`config.mk`:
```
export PLATFORM = sky130hd
export DESIGN_NAME = demux_stream_flat
export DESIGN_NICKNAME = d
export VERILOG_FILES = /design/src/rtl/demux_stream_if.sv /design/src/rtl/demux_stream.sv /design/src/flat_wrapper.sv
export SDC_FILE = /design/constraint.sdc
export NUM_CORES = 1
export LEC_CHECK = 0
export ABC_AREA = 1
export CAP_MARGIN = 20
export CORE_MARGIN = 2
export CORE_UTILIZATION = 47
export DETAILED_ROUTE_END_ITERATION = 10
export GPL_ROUTABILITY_DRIVEN = 0
export PLACE_DENSITY = 0.9
export SYNTH_ARGS = -nofsm -noshare
export SYNTH_HDL_FRONTEND = slang
export SYNTH_SLANG_ARGS = --single-unit
export TNS_END_PERCENT = 50
```
`constraint.sdc`:
```
create_clock -name clk -period 2.3 [get_ports clk]
set_input_delay 0.23 -clock clk [delete_from_list [all_inputs] [get_ports clk]]
set_output_delay 0.23 -clock clk [all_outputs]
set_load 0.01 [all_outputs]
```
`src/rtl/demux_stream_if.sv`:
```
// Stream bundle between one shared producer and N demultiplexed consumers.
// master drives the input beat and consumer readies; slave is the demultiplexer.
interface demux_stream_if #(
    parameter int N  = 4,
    parameter int W  = 32,
    parameter int CW = 8
);
    logic                  i_in_vld;
    logic [N-1:0]          i_in_sel;
    logic [W-1:0]          i_in_data;
    logic                  o_in_rdy;
    logic [N-1:0]          o_out_vld;
    logic [N-1:0][W-1:0]   o_out_data;
    logic [N-1:0]          i_out_rdy;
    logic                  i_err_clr;
    logic                  o_err_sel;
    logic [CW-1:0]         o_drop_cnt;

    modport master (
        output i_in_vld, i_in_sel, i_in_data, i_out_rdy, i_err_clr,
        input  o_in_rdy, o_out_vld, o_out_data, o_err_sel, o_drop_cnt
    );

    modport slave (
        input  i_in_vld, i_in_sel, i_in_data, i_out_rdy, i_err_clr,
        output o_in_rdy, o_out_vld, o_out_data, o_err_sel, o_drop_cnt
    );
endinterface

```
`src/rtl/demux_stream.sv`:
```
// One-hot stream demux: routes each input beat into one of N single-entry output slots.
// Latency: 1 cycle from accepted beat to o_out_vld; full 1 beat/cycle per slot.
// Backpressure: o_in_rdy drops only when the selected slot is full and not popping.
module demux_stream #(
    parameter int N  = 4,
    parameter int W  = 32,
    parameter int CW = 8
) (
    input  logic           clk,
    input  logic           arst_n,
    demux_stream_if.slave  bus
);

    logic [N-1:0]          vld_q;
    logic [N-1:0][W-1:0]   dat_q;
    logic                  err_q;
    logic [CW-1:0]         cnt_q;

    logic                  sel_ok;
    logic                  in_rdy;
    logic                  drop;
    logic [N-1:0]          push_vec;
    logic [N-1:0]          pop_vec;

    // Illegal selects are always accepted so a bad beat can never wedge the producer.
    assign sel_ok   = $onehot(bus.i_in_sel);
    assign in_rdy   = sel_ok ? |(bus.i_in_sel & (~vld_q | bus.i_out_rdy)) : 1'b1;
    assign drop     = bus.i_in_vld & ~sel_ok;
    assign push_vec = (bus.i_in_vld & sel_ok & in_rdy) ? bus.i_in_sel : '0;
    assign pop_vec  = vld_q & bus.i_out_rdy;

    always_ff @(posedge clk or negedge arst_n) begin
        if (!arst_n) begin
            vld_q <= '0;
            dat_q <= '0;
        end else begin
            for (int k = 0; k < N; k++) begin
                if (push_vec[k]) begin
                    vld_q[k] <= 1'b1;
                    dat_q[k] <= bus.i_in_data;
                end else if (pop_vec[k]) begin
                    vld_q[k] <= 1'b0;
                end
            end
        end
    end

    // Drop takes priority over the clear so a coincident error is never lost.
    always_ff @(posedge clk or negedge arst_n) begin
        if (!arst_n) begin
            err_q <= 1'b0;
            cnt_q <= '0;
        end else begin
            if (drop) begin
                err_q <= 1'b1;
                if (cnt_q != {CW{1'b1}})
                    cnt_q <= cnt_q + CW'(1);
            end else if (bus.i_err_clr) begin
                err_q <= 1'b0;
            end
        end
    end

    assign bus.o_in_rdy   = in_rdy;
    assign bus.o_out_vld  = vld_q;
    assign bus.o_out_data = dat_q;
    assign bus.o_err_sel  = err_q;
    assign bus.o_drop_cnt = cnt_q;

endmodule

```
`src/flat_wrapper.sv`:
```
// flat-port wrapper written by rule: the top's interface ports become plain ports
module demux_stream_flat 
#(
    parameter int N  = 4,
    parameter int W  = 32,
    parameter int CW = 8
)
  (clk, arst_n, bus_i_in_vld, bus_i_in_sel, bus_i_in_data, bus_i_out_rdy, bus_i_err_clr, bus_o_in_rdy, bus_o_out_vld, bus_o_out_data, bus_o_err_sel, bus_o_drop_cnt);
  demux_stream_if #(.N(N), .W(W), .CW(CW)) bus_i ();
  input  logic clk;
  input  logic arst_n;
  input wire logic [$bits(bus_i.i_in_vld)-1:0] bus_i_in_vld;
  input wire logic [$bits(bus_i.i_in_sel)-1:0] bus_i_in_sel;
  input wire logic [$bits(bus_i.i_in_data)-1:0] bus_i_in_data;
  input wire logic [$bits(bus_i.i_out_rdy)-1:0] bus_i_out_rdy;
  input wire logic [$bits(bus_i.i_err_clr)-1:0] bus_i_err_clr;
  output wire logic [$bits(bus_i.o_in_rdy)-1:0] bus_o_in_rdy;
  output wire logic [$bits(bus_i.o_out_vld)-1:0] bus_o_out_vld;
  output wire logic [$bits(bus_i.o_out_data)-1:0] bus_o_out_data;
  output wire logic [$bits(bus_i.o_err_sel)-1:0] bus_o_err_sel;
  output wire logic [$bits(bus_i.o_drop_cnt)-1:0] bus_o_drop_cnt;
  assign bus_i.i_in_vld = bus_i_in_vld;
  assign bus_i.i_in_sel = bus_i_in_sel;
  assign bus_i.i_in_data = bus_i_in_data;
  assign bus_i.i_out_rdy = bus_i_out_rdy;
  assign bus_i.i_err_clr = bus_i_err_clr;
  assign bus_o_in_rdy = bus_i.o_in_rdy;
  assign bus_o_out_vld = bus_i.o_out_vld;
  assign bus_o_out_data = bus_i.o_out_data;
  assign bus_o_err_sel = bus_i.o_err_sel;
  assign bus_o_drop_cnt = bus_i.o_drop_cnt;
  demux_stream #(.N(N), .W(W), .CW(CW)) u_core (.clk(clk), .arst_n(arst_n), .bus(bus_i));
endmodule
```
==> results.md <==
Run status:
- The run finished with clean final reports.

Critical path:
- STA classifies the critical path endpoint as an output pin.
- The register-to-register path setup slack is 0.62 ns.
- At the worst endpoint, the arrival time is 1.98 ns.
- The launch point of the worst path is bus_i_in_sel[2].
- The critical path ends at bus_o_in_rdy.
- For this design, the slowest cell found on the critical path is sky130_fd_sc_hd__fa_1.
- The number of buffers and inverters on the critical path is 3.
- The largest single stage delay on the critical path is ~0.44 ns.
- By instance count, the cell type seen most on the critical path is sky130_fd_sc_hd__ha_1.
- Data on the critical path is required at its endpoint by 2.07 ns.
- The number of cells on the worst reg-to-reg path is 8.
- The total stage count of the critical path is 9.
- The beginning of the worst register-to-register path is u_core.bus.o_drop_cnt[1].
- The sort of element at the start of the critical path is an input pin.
- The path type of the worst setup path is in2out.
- The critical path's top delay family is adder cells.
- The endpoint identified for the worst register-to-register timing path is u_core.bus.o_drop_cnt[3].
- Walking the worst path, the cells encountered are buf_2 > ha_1 > ha_1 > fa_1 > inv_2 > nand3b_4 > nor2_4 > nand2_4 > clkdlybuf4s15_1.
- Along the worst path, the maximum fanout reaches 4.

Run:
- Max-cap violations in this run came to 0.

Timing:
- Hold timing on the final database bottoms out at a slack of 0.329 ns.
- The number of pins exceeding their max-slew limit in the final report came to 0.
- Of the available clock period, the critical path in the final layout requires 0.959.
- Setup repair after global routing left no endpoint under its margin.
- For the pin with the worst max-slew slack, the measured transition is roughly 0.51 ns.
- On the final layout, the worst clock skew is 0.00959 ns.
- In this run the tightest slew margin relative to its limit is 0.658.
- Setup violations remaining at the end of the flow were counted as 0.
- The fmax is 453 MHz.
- The worst path needs between 2 and 2.5 ns of the cycle, external delays included.
- The count of final hold-check violations is 0.

Clocking:
- The clock network latency to the later pin of the worst-skew pair is 0.42 ns.
- The H-tree was split into 4 levels.
- Clock tree synthesis inserted a total of 17 buffers.
- The clock tree from TritonCTS is done.
- Clock-pin slew was measured on the worst setup and hold paths at 0.06 ns.
- The cell sitting at the root of the clock tree is a sky130_fd_sc_hd__clkbuf_16.
- Counting every sink on the clock net gives 141.
- Buffers added to address setup during post-CTS repair amount to 0.
- The buffer depth of the longest clock path is 2.

Placement:
- The post-placement cell area is 8100 sq um.
- Once placement completed, the tool counted placed cells totaling roughly 980.
- Once detailed placement completed, the half-perimeter wirelength came to ~12,000 um.
- Port buffering added 185 buffers.

Routing:
- The pre-antenna-repair detailed-routing pass consisted of 5 iterations.
- The DRC violation total after the first TritonRoute iteration is 566.
- After detailed routing, the average wire length per cell comes to 18.5 um.
- For this run, design rule violations remaining after detail routing come to 0.
- The routed layout has 5,725 vias.
- Once detail routing completed, the nets flagged for antenna violations numbered 0.
- Dividing the detail-routed via count by the number of cells gives 5.63.
- Wires add up to 18,900 um.

Global routing:
- The via count of the first global-routing pass is 5,541.
- The aggregate global-route resource usage is 0.274.
- The pin count of the biggest net entering global routing is 72.
- For this run the aggregate overflow at the end of global routing stands at 0.
- The initial antenna violation count is 0.
- The first global-routing pass estimated about 30,000 um of wire.

Finish:
- For this run, the share of the core covered by cells in the final layout is 0.689.
- The area growth from synthesis to layout is 42.8%.
- The count of cells in the finished layout, fillers not included, comes to 1,017.
- In the final layout, the share of cells above drive strength 1 is 0.0899.
- In the layout the commonest cells are sky130_fd_sc_hd__nand2_1 (281), sky130_fd_sc_hd__clkdlybuf4s50_1 (179), sky130_fd_sc_hd__dfrtp_1 (141), sky130_fd_sc_hd__nand4_1 (128), sky130_fd_sc_hd__buf_4 (21).
- The final net count is 881.
- Fill cells in the final layout number approximately 950.
- The library cell used most frequently in the layout, excluding fill and tap cells, is sky130_fd_sc_hd__nand2_1.
- The number of diodes added for antenna fixing is 0.
- With fillers left out, the area of the finished cells amounts to 8690 sq um.

Synthesis:
- The synthesis warning total is 0.
- Of the synthesized area, sequential elements account for 0.580.
- The number of different library cells in the post-synthesis netlist is 25.
- The cell area after synthesis is 6090 sq um.
- The cell count after synthesis came out at roughly 660.
- The mean cell area of the mapped netlist is 9.29 sq um.
- The post-synthesis sequential element count is 141.
- The net count after synthesis is 704.

Floorplanning:
- In this run the horizontal extent of the chip is 118 um.
- The initial cell density of the core is 0.482.
- The number of primary I/O pins is 186.
- The die outline area is 13,900 sq um.
- The placeable core area is 12,600 sq um.
- In this run the vertical extent of the chip is 118 um.
- The initialized floorplan defines 41 standard-cell rows.

Pwr:
- The reported leakage power is 0.00424 uW.
- VDD sags by at most 703 uV.
- Overall power consumption after layout is estimated at 11,500 uW.
- For this design the ratio of total power to cell area is 1320 nW/um^2.

Min path:
- In this run the worst hold path is classified as in2async.
[cell type report]
cell class / count / area, sq um / share of cell area
Clock buffer: 19 / 443 / 0.0510
Multi-Input combinational cell: 446 / 2170 / 0.250
Sequential cell: 141 / 3530 / 0.406
Timing Repair Buffer: 215 / 2160 / 0.249
Tap cell: 172 / 215 / 0.0248
Inverter: 11 / 41.3 / 0.00475
Clock inverter: 13 / 130 / 0.0150
[worst min-delay path by stage]
| stage | start | end | slack (ns) | cells past startpoint |
|---|---|---|---|---|
| after floorplan | arst_n | u_core.bus.o_drop_cnt[0] | -0.07 | 0 |
| after global placement | arst_n | u_core.bus.o_drop_cnt[0] | 0.22 | 1 |
| after detailed placement | arst_n | u_core.bus.o_drop_cnt[0] | 0.22 | 1 |
| after CTS | arst_n | u_core.bus.o_drop_cnt[0] | 0.34 | 2 |
| after global routing | arst_n | u_core.bus.o_out_data[123] | 0.37 | 2 |
| final | arst_n | u_core.bus.o_drop_cnt[0] | 0.33 | 2 |
[cell families (layout without fill, tap and decap cells)]
kind of cell	Yosys count	count (layout)	share of synthesized area
AND/OR/NAND/NOR	427	427	0.329
flip-flops	141	141	0.580
buffers and inverters	68	258	0.0643
AO/OA/AOI/OAI	8	8	0.00699
XOR/XNOR	6	6	0.00863
adder cells (fa/ha/maj)	5	5	0.0115
[Yosys cell counts]
| library cell | number | area, sq um |
|---|---|---|
| sky130_fd_sc_hd__xor2_1 | 1 | 8.76 |
| sky130_fd_sc_hd__buf_1 | 10 | 37.5 |
| sky130_fd_sc_hd__nand3b_1 | 1 | 7.51 |
| sky130_fd_sc_hd__o21ai_0 | 7 | 35.0 |
| sky130_fd_sc_hd__inv_1 | 9 | 33.8 |
| sky130_fd_sc_hd__nand2_4 | 1 | 11.3 |
| sky130_fd_sc_hd__o21a_1 | 1 | 7.51 |
| sky130_fd_sc_hd__nand2_1 | 281 | 1050 |
| sky130_fd_sc_hd__buf_2 | 31 | 155 |
| sky130_fd_sc_hd__dfrtp_1 | 141 | 3530 |
| sky130_fd_sc_hd__nand4_1 | 128 | 801 |
| sky130_fd_sc_hd__nand3_1 | 3 | 15.0 |
| sky130_fd_sc_hd__nor2_8 | 1 | 20.0 |
| sky130_fd_sc_hd__inv_2 | 2 | 7.51 |
| sky130_fd_sc_hd__buf_4 | 2 | 15.0 |
| sky130_fd_sc_hd__clkbuf_1 | 2 | 7.51 |
| sky130_fd_sc_hd__nand3_2 | 4 | 40.0 |
| sky130_fd_sc_hd__nor2_2 | 2 | 12.5 |
| sky130_fd_sc_hd__nor3_1 | 1 | 5.00 |
| sky130_fd_sc_hd__nand3b_4 | 1 | 20.0 |
| sky130_fd_sc_hd__buf_6 | 12 | 135 |
| sky130_fd_sc_hd__fa_1 | 1 | 20.0 |
| sky130_fd_sc_hd__xnor2_1 | 5 | 43.8 |
| sky130_fd_sc_hd__nor2_1 | 4 | 15.0 |
| sky130_fd_sc_hd__ha_1 | 4 | 50.1 |
[sequential cells by signal, summed over array words and instances, names as in the netlist]
| signal | cells |
|---|---|
| u_core.bus.o_err_sel | 1 |
| u_core.bus.o_drop_cnt | 8 |
| u_core.bus.o_out_vld | 4 |
| u_core.bus.o_out_data | 128 |
[stage by stage]
stage / worst slack [ns] / TNS, ns
2_1_floorplan: 0.189 / 0
4_1_cts: 0.0235 / 0
3_3_place_gp: -0.124 / -11.57
6_report: 0.0937 / 0
5_1_grt: 0.0282 / 0
3_5_place_dp: -0.183 / -19.52
[power breakdown]
group          switching (uW)  internal [uW]  leakage, uW
Combinational            2020           2460      0.00219
Clock                    1140           1540     0.000268
Sequential                742           3590      0.00178
Total                    3900           7590      0.00424
[repair_timing]
action | 4_1_cts | 5_1_grt
hold buffers | 1 | 0
endpoints found under the setup margin | 1 | 1
hold endpoints to repair | 50 | 0
gates resized for setup | 1 | 2
[metal layers]
layer | vias to the layer above | part of all wire | GRT usage
met5 | - | 0 | 0
met4 | 0 | 0.035 | 0.132
met3 | 54 | 0.068 | 0.0572
met2 | 286 | 0.50 | 0.449
met1 | 2818 | 0.40 | 0.348
li1 | 2567 | - | -
Note: power is estimated with default switching activity, not from simulation.
